[config.mk]
export PLATFORM = sky130hd
export DESIGN_NAME = xor_rr_scheduler
export DESIGN_NICKNAME = d
export VERILOG_FILES = /design/src/rtl/xor_rr_scheduler.sv
export SDC_FILE = /design/constraint.sdc
export NUM_CORES = 1
export LEC_CHECK = 0
export BUFFER_PORTS_ARGS = -buffer_cell sky130_fd_sc_hd__buf_2
export CORE_MARGIN = 4
export CORE_UTILIZATION = 48
export DETAILED_ROUTE_END_ITERATION = 10
export GPL_TIMING_DRIVEN = 0
export PLACE_DENSITY = 0.83
export RECOVER_POWER = 25
export SYNTH_ARGS = -nofsm -noshare
export SYNTH_HDL_FRONTEND = slang
export SYNTH_SLANG_ARGS = --single-unit
[constraint.sdc]
create_clock -name clk -period 2.4 [get_ports clk]
set_input_delay 0.6 -clock clk [delete_from_list [all_inputs] [get_ports clk]]
set_output_delay 0.6 -clock clk [all_outputs]
set_load 0.02 [all_outputs]
[src/rtl/xor_rr_scheduler.sv]
// ---------------------------------------------------------------------------
// xor_rr_scheduler
//
// Shares one XOR datapath (input FIFO -> XOR -> output FIFO) between N_REQ
// requesters. A rotating-priority arbiter grants at most one requester per
// cycle. The granted operand pair goes straight to the datapath FIFO, and the
// requester ID is pushed into an in-order tag queue. Results come back in
// order. Each result pops the head tag and is steered to that requester one
// cycle later. An IDLE/RUN/DRAIN state machine controls issue. DRAIN gives a
// clean point to stop: it waits until every in-flight op has returned.
//
// Ports
//   clk, rst      : clock, synchronous active-high reset
//   en            : level, allows issue while in RUN
//   flush_req     : pulse, stop issuing and drain in-flight ops
//   flush_done    : one-cycle pulse on the cycle DRAIN is left
//   req_valid     : per-requester operand valid
//   req_data      : operand pairs, requester i on bits [2i+1:2i]
//   req_ready     : one-hot grant (combinational)
//   fifo_wr_en    : write strobe to datapath input FIFO
//   fifo_din      : granted operand pair, 0 when idle
//   fifo_full     : datapath input FIFO full
//   res_valid     : result valid from datapath
//   res_bit       : result bit
//   rsp_valid     : one-hot result strobe to the owning requester
//   rsp_data      : result bit
//   outstanding   : number of operations in flight
//   err_unexp     : sticky, a result arrived while nothing was in flight
// ---------------------------------------------------------------------------
module xor_rr_scheduler #(
   parameter int  N_REQ     = 4,
   parameter int  TAG_DEPTH = 8,
   localparam int IW        = (N_REQ > 1) ? $clog2(N_REQ) : 1,
   localparam int CW        = $clog2(TAG_DEPTH + 1),
   localparam int AW        = (TAG_DEPTH > 1) ? $clog2(TAG_DEPTH) : 1
) (
   input  logic                 clk,
   input  logic                 rst,
   input  logic                 en,
   input  logic                 flush_req,
   output logic                 flush_done,
   input  logic [N_REQ-1:0]     req_valid,
   input  logic [2*N_REQ-1:0]   req_data,
   output logic [N_REQ-1:0]     req_ready,
   output logic                 fifo_wr_en,
   output logic [1:0]           fifo_din,
   input  logic                 fifo_full,
   input  logic                 res_valid,
   input  logic                 res_bit,
   output logic [N_REQ-1:0]     rsp_valid,
   output logic                 rsp_data,
   output logic [CW-1:0]        outstanding,
   output logic                 err_unexp
);

   typedef enum logic [1:0] {
      S_IDLE  = 2'd0,
      S_RUN   = 2'd1,
      S_DRAIN = 2'd2
   } state_t;

   state_t              r_state;
   state_t              w_state_next;

   logic [IW-1:0]       r_ptr;
   logic [IW-1:0]       r_tag_mem [TAG_DEPTH];
   logic [AW-1:0]       r_wr_ptr;
   logic [AW-1:0]       r_rd_ptr;
   logic [CW-1:0]       r_count;
   logic [N_REQ-1:0]    r_rsp_valid;
   logic                r_rsp_data;
   logic                r_err;

   logic                w_found;
   logic [IW-1:0]       w_gnt_idx;
   logic                w_can_issue;
   logic                w_push;
   logic                w_pop;
   logic [IW-1:0]       w_head;
   logic [N_REQ-1:0]    w_head_onehot;

   // ------------------------------------------------------------------
   // Rotating-priority search: first valid index at or after r_ptr.
   // ------------------------------------------------------------------
   always_comb begin
      int w_scan;
      w_found   = 1'b0;
      w_gnt_idx = '0;
      w_scan    = 0;
      for (int k = 0; k < N_REQ; k++) begin
         w_scan = int'(r_ptr) + k;
         if (w_scan >= N_REQ) begin
            w_scan = w_scan - N_REQ;
         end
         if (!w_found && req_valid[w_scan]) begin
            w_found   = 1'b1;
            w_gnt_idx = IW'(w_scan);
         end
      end
   end

   // Full tag queue and full FIFO both block in the same cycle, so a push
   // can never happen at outstanding == TAG_DEPTH.
   assign w_can_issue = (r_state == S_RUN) && !fifo_full &&
                        (r_count < CW'(TAG_DEPTH));
   assign w_push      = w_can_issue && w_found;

   // A result with nothing in flight is flagged but never pops.
   assign w_pop       = res_valid && (r_count != '0);
   assign w_head      = r_tag_mem[r_rd_ptr];

   generate
      for (genvar gi = 0; gi < N_REQ; gi++) begin : g_onehot
         assign req_ready[gi]     = w_push && (w_gnt_idx == IW'(gi));
         assign w_head_onehot[gi] = (w_head == IW'(gi));
      end
   endgenerate

   assign fifo_wr_en = w_push;
   assign fifo_din   = w_push ? req_data[int'(w_gnt_idx)*2 +: 2] : 2'b00;

   // ------------------------------------------------------------------
   // Control state machine
   // ------------------------------------------------------------------
   always_comb begin
      w_state_next = r_state;
      case (r_state)
         S_IDLE: begin
            if (flush_req) begin
               w_state_next = S_DRAIN;
            end else if (en) begin
               w_state_next = S_RUN;
            end
         end
         S_RUN: begin
            if (flush_req) begin
               w_state_next = S_DRAIN;
            end else if (!en) begin
               w_state_next = S_IDLE;
            end
         end
         S_DRAIN: begin
            if (r_count == '0) begin
               w_state_next = S_IDLE;
            end
         end
         default: w_state_next = S_IDLE;
      endcase
   end

   // The drain-complete pulse is the cycle in which DRAIN decides to exit.
   assign flush_done = (r_state == S_DRAIN) && (r_count == '0);

   always_ff @(posedge clk) begin
      if (rst) begin
         r_state <= S_IDLE;
      end else begin
         r_state <= w_state_next;
      end
   end

   // ------------------------------------------------------------------
   // Arbitration pointer, tag queue pointers, count, response, error
   // ------------------------------------------------------------------
   always_ff @(posedge clk) begin
      if (rst) begin
         r_ptr       <= '0;
         r_wr_ptr    <= '0;
         r_rd_ptr    <= '0;
         r_count     <= '0;
         r_rsp_valid <= '0;
         r_rsp_data  <= 1'b0;
         r_err       <= 1'b0;
      end else begin
         if (w_push) begin
            r_wr_ptr <= r_wr_ptr + 1'b1;
            if (w_gnt_idx == IW'(N_REQ - 1)) begin
               r_ptr <= '0;
            end else begin
               r_ptr <= w_gnt_idx + 1'b1;
            end
         end

         if (w_pop) begin
            r_rd_ptr <= r_rd_ptr + 1'b1;
         end

         case ({w_push, w_pop})
            2'b10:   r_count <= r_count + 1'b1;
            2'b01:   r_count <= r_count - 1'b1;
            default: r_count <= r_count;
         endcase

         r_rsp_valid <= w_pop ? w_head_onehot : '0;
         r_rsp_data  <= w_pop ? res_bit : 1'b0;

         if (res_valid && (r_count == '0)) begin
            r_err <= 1'b1;
         end
      end
   end

   // Tag storage holds no state that matters after reset, since the pointers
   // define which entries are live.
   always_ff @(posedge clk) begin
      if (w_push) begin
         r_tag_mem[r_wr_ptr] <= w_gnt_idx;
      end
   end

   assign rsp_valid   = r_rsp_valid;
   assign rsp_data    = r_rsp_data;
   assign outstanding = r_count;
   assign err_unexp   = r_err;

endmodule

==> impl_metrics.env <==
export IMPL_yosys_warnings=0
export IMPL_cts_sinks=39
export IMPL_antenna_cells=0
export IMPL_clk_latency_ns=0.29
export IMPL_overflow=0
export IMPL_drc=0
export IMPL_wl_per_cell_um=13.8
export IMPL_syn_inst=156
export IMPL_rsz0062_at_grt="yes"
export IMPL_yosys_most_used_dff="dfxtp_1"
export IMPL_postSynthAreaPerCell_um2=11.5
export IMPL_yosysSeqAreaShare=0.524
export IMPL_root_buffer="clkbuf_8"
export IMPL_p_comb_frac=0.183
export IMPL_drive_above_1_share=0.365
export IMPL_path_class="input pin to output port"
export IMPL_fin_skew_ns=0.00620
export IMPL_cp_required_ns=1.80
export IMPL_power_leakage_nw=0.949
export IMPL_path_max_fanout=3
export IMPL_die_y_um=69.1
export IMPL_tns_ns=-0.517
export IMPL_finalPower_mw=1.44
export IMPL_setup_ws_ns=-0.134
export IMPL_fill_cells=284
export IMPL_ys_ff_latch=39
export IMPL_synth_top_cell_by_area="edfxtp_1"
export IMPL_yosys_top_cells_area="edfxtp_1, dfxtp_1, mux4_2"
export IMPL_period_share=1.06
export IMPL_synth_top_area_share=0.268
export IMPL_clk_path_buf_depth=2
export IMPL_htree_levels=2
export IMPL_numCtsBuffers=5
export IMPL_finalSetupViolCount=7
export IMPL_vias_per_cell=5.17
export IMPL_via_count=1312
export IMPL_swShare=0.272
export IMPL_syn_nets=184
export IMPL_port_buffers=35
export IMPL_worstSetupStartpointType="input pin"
export IMPL_crit_end="fifo_din[1]"
export IMPL_arrival_ns=1.93
export IMPL_outcome="complete, but fails checks"
export IMPL_grt_pass1_wl_um=5950
export IMPL_area_growth_pct=28.2
export IMPL_grt_pass1_vias=1340
export IMPL_routed_wirelength_um=3510
export IMPL_cts_tree="done"
export IMPL_final_nets=235
export IMPL_antenna_found_initial=0
export IMPL_min_delay_path_class="flip-flop to flip-flop"
export IMPL_timing_rr_end="outstanding[2]$_SDFFE_PP0P_"
export IMPL_dieArea_um2=4780
export IMPL_die_w_um=69.1
export IMPL_p_per_area_nw_per_um2=625
export IMPL_synth_edf_count=16
export IMPL_hold_viol_final=0
export IMPL_setup_worst_path_start="req_valid[3]"
export IMPL_period_minus_slack_ns=2.53
export IMPL_synth_top_cells_by_count="dfxtp_1, nor2_1, edfxtp_1"
export IMPL_synthArstFlopShare=0
export IMPL_max_slew_margin_rel=0.670
export IMPL_endpoint_kind="output port"
export IMPL_rows=21
export IMPL_yosysUniqueCellTypes=34
export IMPL_post_synth_top_count_cell="dfxtp_1"
export IMPL_clk_pin_slew_ns=0.07
export IMPL_failed_checks="negative setup slack"
export IMPL_hold_start="err_unexp$_SDFFE_PP0P_"
export IMPL_pin_count=37
export IMPL_tightest_slew_ns=0.495
export IMPL_p_int_mw=1.05
export IMPL_drt_iter0_drc=84
export IMPL_seqPwrFrac=0.518
export IMPL_reg2reg_slack_ns=-0.02
export IMPL_reg2reg_depth=10
export IMPL_syn_area_um2=1790
export IMPL_max_freq_ghz=0.395
export IMPL_grt_usage=0.154
export IMPL_drv_slew=0
export IMPL_gp_congestion=0.804
export IMPL_antenna_left=0
export IMPL_p_switching_mw=0.391
export IMPL_maxCapViolCount=0
export IMPL_coreArea_um2=3470
export IMPL_dr_pass1_iters=4
export IMPL_start_util=0.517
export IMPL_dp_hpwl_um=2370
export IMPL_timing_rr_start="outstanding[1]$_SDFFE_PP0P_"
export IMPL_ir_worst_vdd_v=0.000445
export IMPL_grt_max_degree=13
export IMPL_clock_power_share=0.300
[worst max-delay path: stages]
cell,delay [ns]
buf_8,0.10
o221a_4,0.28
o22ai_4,0.16
mux4_2,0.52
and2_4,0.15
buf_6,0.12
[worst min-delay path by stage]
stage | depth (start not counted) | end | slack [ns]
after floorplan | 2 | flip-flop | 0.45
after global placement | 2 | err_unexp$_SDFFE_PP0P_ | 0.44
after detailed placement | 2 | err_unexp$_SDFFE_PP0P_ | 0.46
after CTS | 2 | err_unexp$_SDFFE_PP0P_ | 0.48
after global routing | 2 | r_state[0]$_SDFFE_PP0P_ | 0.49
final | 2 | err_unexp$_SDFFE_PP0P_ | 0.49
[power by group through the flow]
stage | Sequential [mW] | Combinational (mW) | Clock, mW
2_1_floorplan | 0.766 | 0.150 | 0
3_3_place_gp | 0.756 | 0.220 | 0
3_5_place_dp | 0.757 | 0.226 | 0
4_1_cts | 0.744 | 0.263 | 0.436
5_1_grt | 0.749 | 0.292 | 0.474
6_report | 0.745 | 0.263 | 0.431
[stage by stage]
stage               area (um2)  hold slack, ns  setup slack, ns  cells   util
finish                    2300           0.485           -0.134    254  0.663
detailed placement        2050           0.458           -0.391    237  0.591
global placement          2050           0.445           -0.360    237  0.591
CTS                       2280           0.476           -0.161    254  0.658
global route              2300           0.490           -0.198    254  0.663
floorplan                 1820           0.454          -0.0180    156      -
[kinds of logic after synthesis]
group	synth area share
flip-flops	0.524
adder cells (fa/ha/maj)	0.0628
AND/OR/NAND/NOR	0.180
multiplexers	0.109
XOR/XNOR	0.0342
AO/OA/AOI/OAI	0.0634
buffers and inverters	0.0265
[sequential cells by signal (all words and copies together), names as in the netlist, named ones only]
| register | flops |
|---|---|
| r_tag_mem | 16 |
| rsp_valid | 4 |
| r_ptr | 2 |
| rsp_data | 1 |
| r_state | 2 |
| r_rd_ptr | 3 |
| err_unexp | 1 |
| outstanding | 4 |
| r_wr_ptr | 3 |
[layout make-up]
cell class,count,area [um2],share of cell area
Inverter,7,28.8,0.0125
Timing Repair Buffer,44,289,0.126
Clock buffer,6,72.6,0.0315
Sequential cell,39,943,0.410
Buffer,5,23.8,0.0103
Multi-Input combinational cell,105,873,0.380
Tap cell,46,57.6,0.0250
Clock inverter,2,12.5,0.00544
[cells in the final DEF, fill, tap and decap left out, types with 2 or more instances in the layout]
cell type  netlist  final
a21oi_1          7      7
buf_2            2     25
xor2_1           5      5
nor3b_1          2      2
clkbuf_8         0      5
buf_4            0     12
a21o_1           2      2
dfxtp_1         23     21
buf_6            0      4
inv_2            2      4
nor2_1          20     20
buf_8            0      2
dfxtp_2          0      2
inv_1            5      2
mux4_2           6      6
nor3_1           5      5
a22oi_1          2      2
edfxtp_1        16     16
mux2i_1          6      6
nor2b_4          0      2
and2_1           7      5
nor4_1           4      2
xnor2_1          2      2
nor4_4           1      2
clkbuf_1         3      7
nand2_1         10     10
nand2b_1         3      3
and3b_1          2      2
ha_1             9      8
and2_4           0      2
[timing repair]
action	in CTS	in global routing
setup buffers	9	0
pin swaps	7	3
hold buffers	0	0
endpoints found under the setup margin	8	7
gates resized for setup	25	9
[metal layers]
layer | vias to the layer above | part of all wire | GRT usage
met5 | - | 0 | 0
met1 | 619 | 0.40 | 0.180
li1 | 655 | - | -
met4 | 0 | 0.019 | 0.0564
met2 | 28 | 0.54 | 0.258
met3 | 10 | 0.043 | 0.0581
No activity file was read; power rests on OpenSTA's default activity.
